<file path="config.mk">
export PLATFORM = sky130hd
export DESIGN_NAME = alu_operand_sequencer_flat
export DESIGN_NICKNAME = d
export VERILOG_FILES = /design/src/rtl/alu_operand_sequencer_if.sv /design/src/rtl/alu_operand_sequencer.sv /design/src/flat_wrapper.sv
export SDC_FILE = /design/constraint.sdc
export NUM_CORES = 1
export LEC_CHECK = 0
export ABC_AREA = 1
export CORE_ASPECT_RATIO = 0.7
export CORE_MARGIN = 1.5
export CORE_UTILIZATION = 46
export DETAILED_ROUTE_END_ITERATION = 7
export MAX_ROUTING_LAYER = met4
export PLACE_DENSITY = 0.79
export SLEW_MARGIN = 10
export SYNTH_ARGS = -nofsm -noshare
export SYNTH_HDL_FRONTEND = slang
export SYNTH_SLANG_ARGS = --single-unit
</file>
<file path="constraint.sdc">
create_clock -name clk -period 1.87 [get_ports clk]
set_clock_uncertainty 0.2 [all_clocks]
set_input_delay 0.374 -clock clk [delete_from_list [all_inputs] [get_ports clk]]
set_output_delay 0.374 -clock clk [all_outputs]
set_load 0.02 [all_outputs]
</file>
<file path="src/rtl/alu_operand_sequencer_if.sv">
// Signal bundle between the operand sequencer and its board/ALU surroundings.
// The master side is the sequencer; the slave side is the switches, buttons and ALU.
interface alu_operand_sequencer_if #(
   parameter int N = 8
);
   logic [N-1:0] data_in;
   logic         enter;
   logic         btn_up;
   logic         btn_down;
   logic         btn_right;
   logic         btn_left;
   logic [N-1:0] alu_result;
   logic [3:0]   alu_status;
   logic [N-1:0] A;
   logic [N-1:0] B;
   logic [3:0]   opcode;
   logic [N-1:0] display_value;
   logic         result_valid;
   logic         status_err;
   logic [3:0]   state_leds;

   modport master (
      input  data_in, enter, btn_up, btn_down, btn_right, btn_left,
      input  alu_result, alu_status,
      output A, B, opcode, display_value, result_valid, status_err, state_leds
   );

   modport slave (
      output data_in, enter, btn_up, btn_down, btn_right, btn_left,
      output alu_result, alu_status,
      input  A, B, opcode, display_value, result_valid, status_err, state_leds
   );
endinterface

</file>
<file path="src/rtl/alu_operand_sequencer.sv">
// Operand/opcode sequencer for the one-hot ALU: captures A, B and an operation from
// switches and buttons, then latches the ALU result and checks its status echo.
module alu_operand_sequencer #(
   parameter int N = 8
) (
   input  logic                      clk,
   input  logic                      reset,
   alu_operand_sequencer_if.master   bus
);

   // State values double as the one-hot LED pattern.
   typedef enum logic [3:0] {
      GET_A  = 4'b0001,
      GET_B  = 4'b0010,
      GET_OP = 4'b0100,
      SHOW   = 4'b1000
   } state_t;

   state_t       state_reg;
   logic         enter_prev_reg;
   logic [3:0]   dir_prev_reg;
   logic [N-1:0] a_reg;
   logic [N-1:0] b_reg;
   logic [N-1:0] result_reg;
   logic [3:0]   opcode_reg;
   logic         valid_reg;
   logic         err_reg;
   logic         pending_reg;

   logic [3:0]   dir_level;
   logic [3:0]   dir_press;
   logic         enter_press;
   logic         dir_single;
   logic [N-1:0] display_next;

   // Bit order matches the opcode encoding: up=1000, down=0100, right=0010, left=0001.
   assign dir_level = {bus.btn_up, bus.btn_down, bus.btn_right, bus.btn_left};

   generate
      for (genvar gi = 0; gi < 4; gi++) begin : g_dir_edge
         assign dir_press[gi] = dir_level[gi] & ~dir_prev_reg[gi];
      end
   endgenerate

   assign enter_press = bus.enter & ~enter_prev_reg;
   assign dir_single  = (dir_press != 4'd0) && ((dir_press & (dir_press - 4'd1)) == 4'd0);

   always_ff @(posedge clk) begin
      if (reset) begin
         state_reg      <= GET_A;
         enter_prev_reg <= 1'b1;
         dir_prev_reg   <= 4'b1111;
         a_reg          <= '0;
         b_reg          <= '0;
         result_reg     <= '0;
         opcode_reg     <= 4'd0;
         valid_reg      <= 1'b0;
         err_reg        <= 1'b0;
         pending_reg    <= 1'b0;
      end else begin
         enter_prev_reg <= bus.enter;
         dir_prev_reg   <= dir_level;
         case (state_reg)
            GET_A: begin
               if (enter_press) begin
                  a_reg     <= bus.data_in;
                  state_reg <= GET_B;
               end
            end
            GET_B: begin
               if (enter_press) begin
                  b_reg     <= bus.data_in;
                  state_reg <= GET_OP;
               end
            end
            GET_OP: begin
               if (dir_single) begin
                  opcode_reg  <= dir_press;
                  pending_reg <= 1'b1;
                  state_reg   <= SHOW;
               end
            end
            SHOW: begin
               // Enter beats a simultaneous direction press; a new opcode beats a capture.
               if (enter_press) begin
                  state_reg   <= GET_A;
                  opcode_reg  <= 4'd0;
                  valid_reg   <= 1'b0;
                  err_reg     <= 1'b0;
                  pending_reg <= 1'b0;
               end else if (dir_single) begin
                  opcode_reg  <= dir_press;
                  valid_reg   <= 1'b0;
                  pending_reg <= 1'b1;
               end else if (pending_reg) begin
                  result_reg  <= bus.alu_result;
                  valid_reg   <= 1'b1;
                  err_reg     <= (bus.alu_status != opcode_reg);
                  pending_reg <= 1'b0;
               end
            end
            default: state_reg <= GET_A;
         endcase
      end
   end

   always_comb begin
      display_next = '0;
      case (state_reg)
         GET_A, GET_B: display_next = bus.data_in;
         GET_OP:       display_next = b_reg;
         SHOW:         display_next = valid_reg ? result_reg : '0;
         default:      display_next = '0;
      endcase
   end

   assign bus.A             = a_reg;
   assign bus.B             = b_reg;
   assign bus.opcode        = opcode_reg;
   assign bus.display_value = display_next;
   assign bus.result_valid  = valid_reg;
   assign bus.status_err    = err_reg;
   assign bus.state_leds    = state_reg;

endmodule

</file>
<file path="src/flat_wrapper.sv">
// flat-port wrapper written by rule: the top's interface ports become plain ports
module alu_operand_sequencer_flat 
#(
   parameter int N = 8
)
  (clk, reset, bus_data_in, bus_enter, bus_btn_up, bus_btn_down, bus_btn_right, bus_btn_left, bus_alu_result, bus_alu_status, bus_A, bus_B, bus_opcode, bus_display_value, bus_result_valid, bus_status_err, bus_state_leds);
  alu_operand_sequencer_if #(.N(N)) bus_i ();
  input  logic clk;
  input  logic reset;
  input wire logic [$bits(bus_i.data_in)-1:0] bus_data_in;
  input wire logic [$bits(bus_i.enter)-1:0] bus_enter;
  input wire logic [$bits(bus_i.btn_up)-1:0] bus_btn_up;
  input wire logic [$bits(bus_i.btn_down)-1:0] bus_btn_down;
  input wire logic [$bits(bus_i.btn_right)-1:0] bus_btn_right;
  input wire logic [$bits(bus_i.btn_left)-1:0] bus_btn_left;
  input wire logic [$bits(bus_i.alu_result)-1:0] bus_alu_result;
  input wire logic [$bits(bus_i.alu_status)-1:0] bus_alu_status;
  output wire logic [$bits(bus_i.A)-1:0] bus_A;
  output wire logic [$bits(bus_i.B)-1:0] bus_B;
  output wire logic [$bits(bus_i.opcode)-1:0] bus_opcode;
  output wire logic [$bits(bus_i.display_value)-1:0] bus_display_value;
  output wire logic [$bits(bus_i.result_valid)-1:0] bus_result_valid;
  output wire logic [$bits(bus_i.status_err)-1:0] bus_status_err;
  output wire logic [$bits(bus_i.state_leds)-1:0] bus_state_leds;
  assign bus_i.data_in = bus_data_in;
  assign bus_i.enter = bus_enter;
  assign bus_i.btn_up = bus_btn_up;
  assign bus_i.btn_down = bus_btn_down;
  assign bus_i.btn_right = bus_btn_right;
  assign bus_i.btn_left = bus_btn_left;
  assign bus_i.alu_result = bus_alu_result;
  assign bus_i.alu_status = bus_alu_status;
  assign bus_A = bus_i.A;
  assign bus_B = bus_i.B;
  assign bus_opcode = bus_i.opcode;
  assign bus_display_value = bus_i.display_value;
  assign bus_result_valid = bus_i.result_valid;
  assign bus_status_err = bus_i.status_err;
  assign bus_state_leds = bus_i.state_leds;
  alu_operand_sequencer #(.N(N)) u_core (.clk(clk), .reset(reset), .bus(bus_i));
endmodule
</file>
==> impl_metrics.yaml <==
yosys:
  syn_inst: 283
  synth_cell_types: 22
  syn-num-nets: 310
  synth_area_sq_um: 1950
  seq_area_frac_synth_pct: 41.2
  synth_seq_cells: 40
  syn_area_per_cell_sq_um: 6.87
  yosys_warnings: 0
placement:
  hpwl_mm: 3.96
  io_buffers: 60
  gp_congestion: 0.849
  place_area_sq_um: 2870
  dp_slack_ns: -0.453
  dp.cells: 425
critical_path:
  startpoint_type: "flip-flop"
  crit_required_ns: 1.30
  cp.arrival_ns: 1.42
  slowest_delay_ns: 0.37
  crit_path_end_kind: "primary output"
  cp_slowest_cell: "dfxtp_4"
  path_cells: "nor2_4 > nand3_2 > nand2_2 > buf_12 > a22oi_2 > o21ai_1 > buf_4"
  critPathTopFamily: "flip-flops"
  crit_fanout: 8
  critical_path_class: "flip-flop to primary output"
  path_buf_inv: 2
finish:
  drive_gt1_share_pct: 28.2
  nets: 413
  final_area_sq_um: 3180
  register_area_sq_um: 816
  multi_input_area_sq_um: 1020
  diodes: 0
  final_common_cell: "nand2_1"
  mostFrequentLayoutCells: "nand2_1 (65), inv_1 (46), buf_4 (43), dfxtp_1 (36), clkdlybuf4s50_1 (35)"
  final_cells: 439
  utilization_pct: 79.7
  area_growth_pct: 63.5
  fill_cells: 263
drt:
  wl_per_cell_um: 12.9
  wl_mm: 5.66
  drt-initial-drc-count: 131
  drtAntennaViolNets: 0
  viasPerCell: 5.00
  num_vias: 2194
  drt_first_pass_iters: 6
  drc: 0
global_route:
  grt_max_degree: 20
  grt_pass1_wl_mm: 9.16
  first_global_vias: 1991
  gr-total-overflow: 0
  grt.total_usage_pct: 26.8
  antenna_found_initial: 0
pwr:
  vdd_ir_drop_max_mv: 0.402
  pwr_density_cell_nw_per_um2: 577
  total_power_mw: 1.83
  p_leak_nw: 1.59
die:
  die_y_um: 57.4
  rows: 19
  coreArea_sq_um: 3990
  die_w_um: 80.7
  initial_utilization_pct: 48.7
  die_area_sq_um: 4630
  io_pins: 61
sta:
  worst_pin_slew_ns: 0.370
  setup_ws_ns: -0.121
  max_freq_ghz: 0.502
  period_needed_ns: 1.99
  drv_slew: 0
  final-hold-violation-count: 0
  rsz0062_at_grt: "yes"
  slew_headroom_pct: 75.3
  finalSetupViolCount: 8
  period_share_pct: 106
job:
  maxCapViolations: 0
cts:
  cts_tree: "yes"
  numCtsBuffers: 5
  clk_transition_reported_paths_ns: 0.08
  numClockSinks: 40
  clk_latency_ns: 0.29
  cts-root-buf: "clkbuf_8"
  htreeDepth: 2
  cts.path.max_buffers: 2
run_status:
  violations: "negative setup slack"
  outcome: "finished, violations left"
hold_path:
  hold_path_class: "flip-flop to flip-flop"
==> path summary, 6_finish.rpt <==
| path | start | end | slack, ns | cells past startpoint |
|---|---|---|---|---|
| worst max-delay path | u_core.bus.state_leds[2] | bus_display_value[0] | -0.12 | 7 |
| worst min-delay path | u_core.bus.A[4] | u_core.bus.A[4] | 0.26 | 2 |
| worst max register to register | u_core.bus.state_leds[2] | u_core.bus.A[7] | 0.12 | 8 |
| worst min register to register | u_core.bus.A[4] | u_core.bus.A[4] | 0.26 | 2 |
==> power breakdown <==
part | switching, mW | total [mW] | internal [mW]
Sequential | 0.0111 | 0.872 | 0.861
Clock | 0.297 | 0.597 | 0.300
Combinational | 0.178 | 0.366 | 0.188
Total | 0.486 | 1.83 | 1.35
==> timing repair <==
item / 4_1_cts / 5_1_grt
gates resized for setup: 90 / 36
buffers inserted: 4 / 1
hold buffers: 0 / 0
pin swaps: 4 / 7
endpoints found under the setup margin: 17 / 25
gates cloned: 1 / 0
==> logic make-up after synthesis <==
family                 Yosys count  share of synthesized area (%)
AND/OR/NAND/NOR                137                           32.4
buffers and inverters           62                           13.2
AO/OA/AOI/OAI                   40                           11.4
flip-flops                      40                           41.2
XOR/XNOR                         4                           1.80
==> final cells by class <==
type | count | area share [%]
inverter | 54 | 6.76
timing repair buffer | 103 | 30.2
tap | 52 | 2.04
clock buffer | 7 | 2.71
multi-input combinational | 181 | 32.2
clock inverter | 1 | 0.236
timing repair inverter | 1 | 0.275
sequential | 40 | 25.6
==> tightest hold or removal path: cells and delay by family (launching register included) <==
kind / cells / cell delay (ns)
flops: 1 / 0.31
simple gates: 1 / 0.06
compound gates: 1 / 0.05
==> per-stage QoR <==
stage	hold WS, ns	setup TNS, ns
2_1_floorplan	0.243	-0.804
3_3_place_gp	0.252	-4.41
3_5_place_dp	0.252	-5.32
4_1_cts	0.264	-1.09
5_1_grt	0.286	-1.32
6_report	0.263	-0.821
==> layer usage <==
layer  up-vias  part of all wire (%)  track usage [%]
met1      1012                    46             35.3
met2        74                    47             41.8
met3        11                   5.9             5.92
met5         -                     0                -
li1       1097                     -                -
met4         0                   1.2             7.14
==> cell usage after synthesis <==
cell | instances | share of area, %
a21oi_1 | 20 | 5.1
a22oi_1 | 8 | 3.1
buf_2 | 1 | 0.26
buf_4 | 2 | 0.77
buf_6 | 2 | 1.2
clkbuf_1 | 3 | 0.58
clkinv_1 | 2 | 0.39
dfxtp_1 | 40 | 41
inv_1 | 49 | 9.5
inv_2 | 3 | 0.58
nand2_1 | 68 | 13
nand2_2 | 8 | 2.6
nand2_4 | 1 | 0.58
nand3_1 | 25 | 6.4
nand3_2 | 2 | 1.0
nand4_1 | 10 | 3.2
nor2_1 | 17 | 3.3
nor2_2 | 5 | 1.6
nor2_4 | 1 | 0.58
o211ai_1 | 1 | 0.39
o21ai_0 | 11 | 2.8
xnor2_1 | 4 | 1.8
Power figures use the tool's default switching activity.
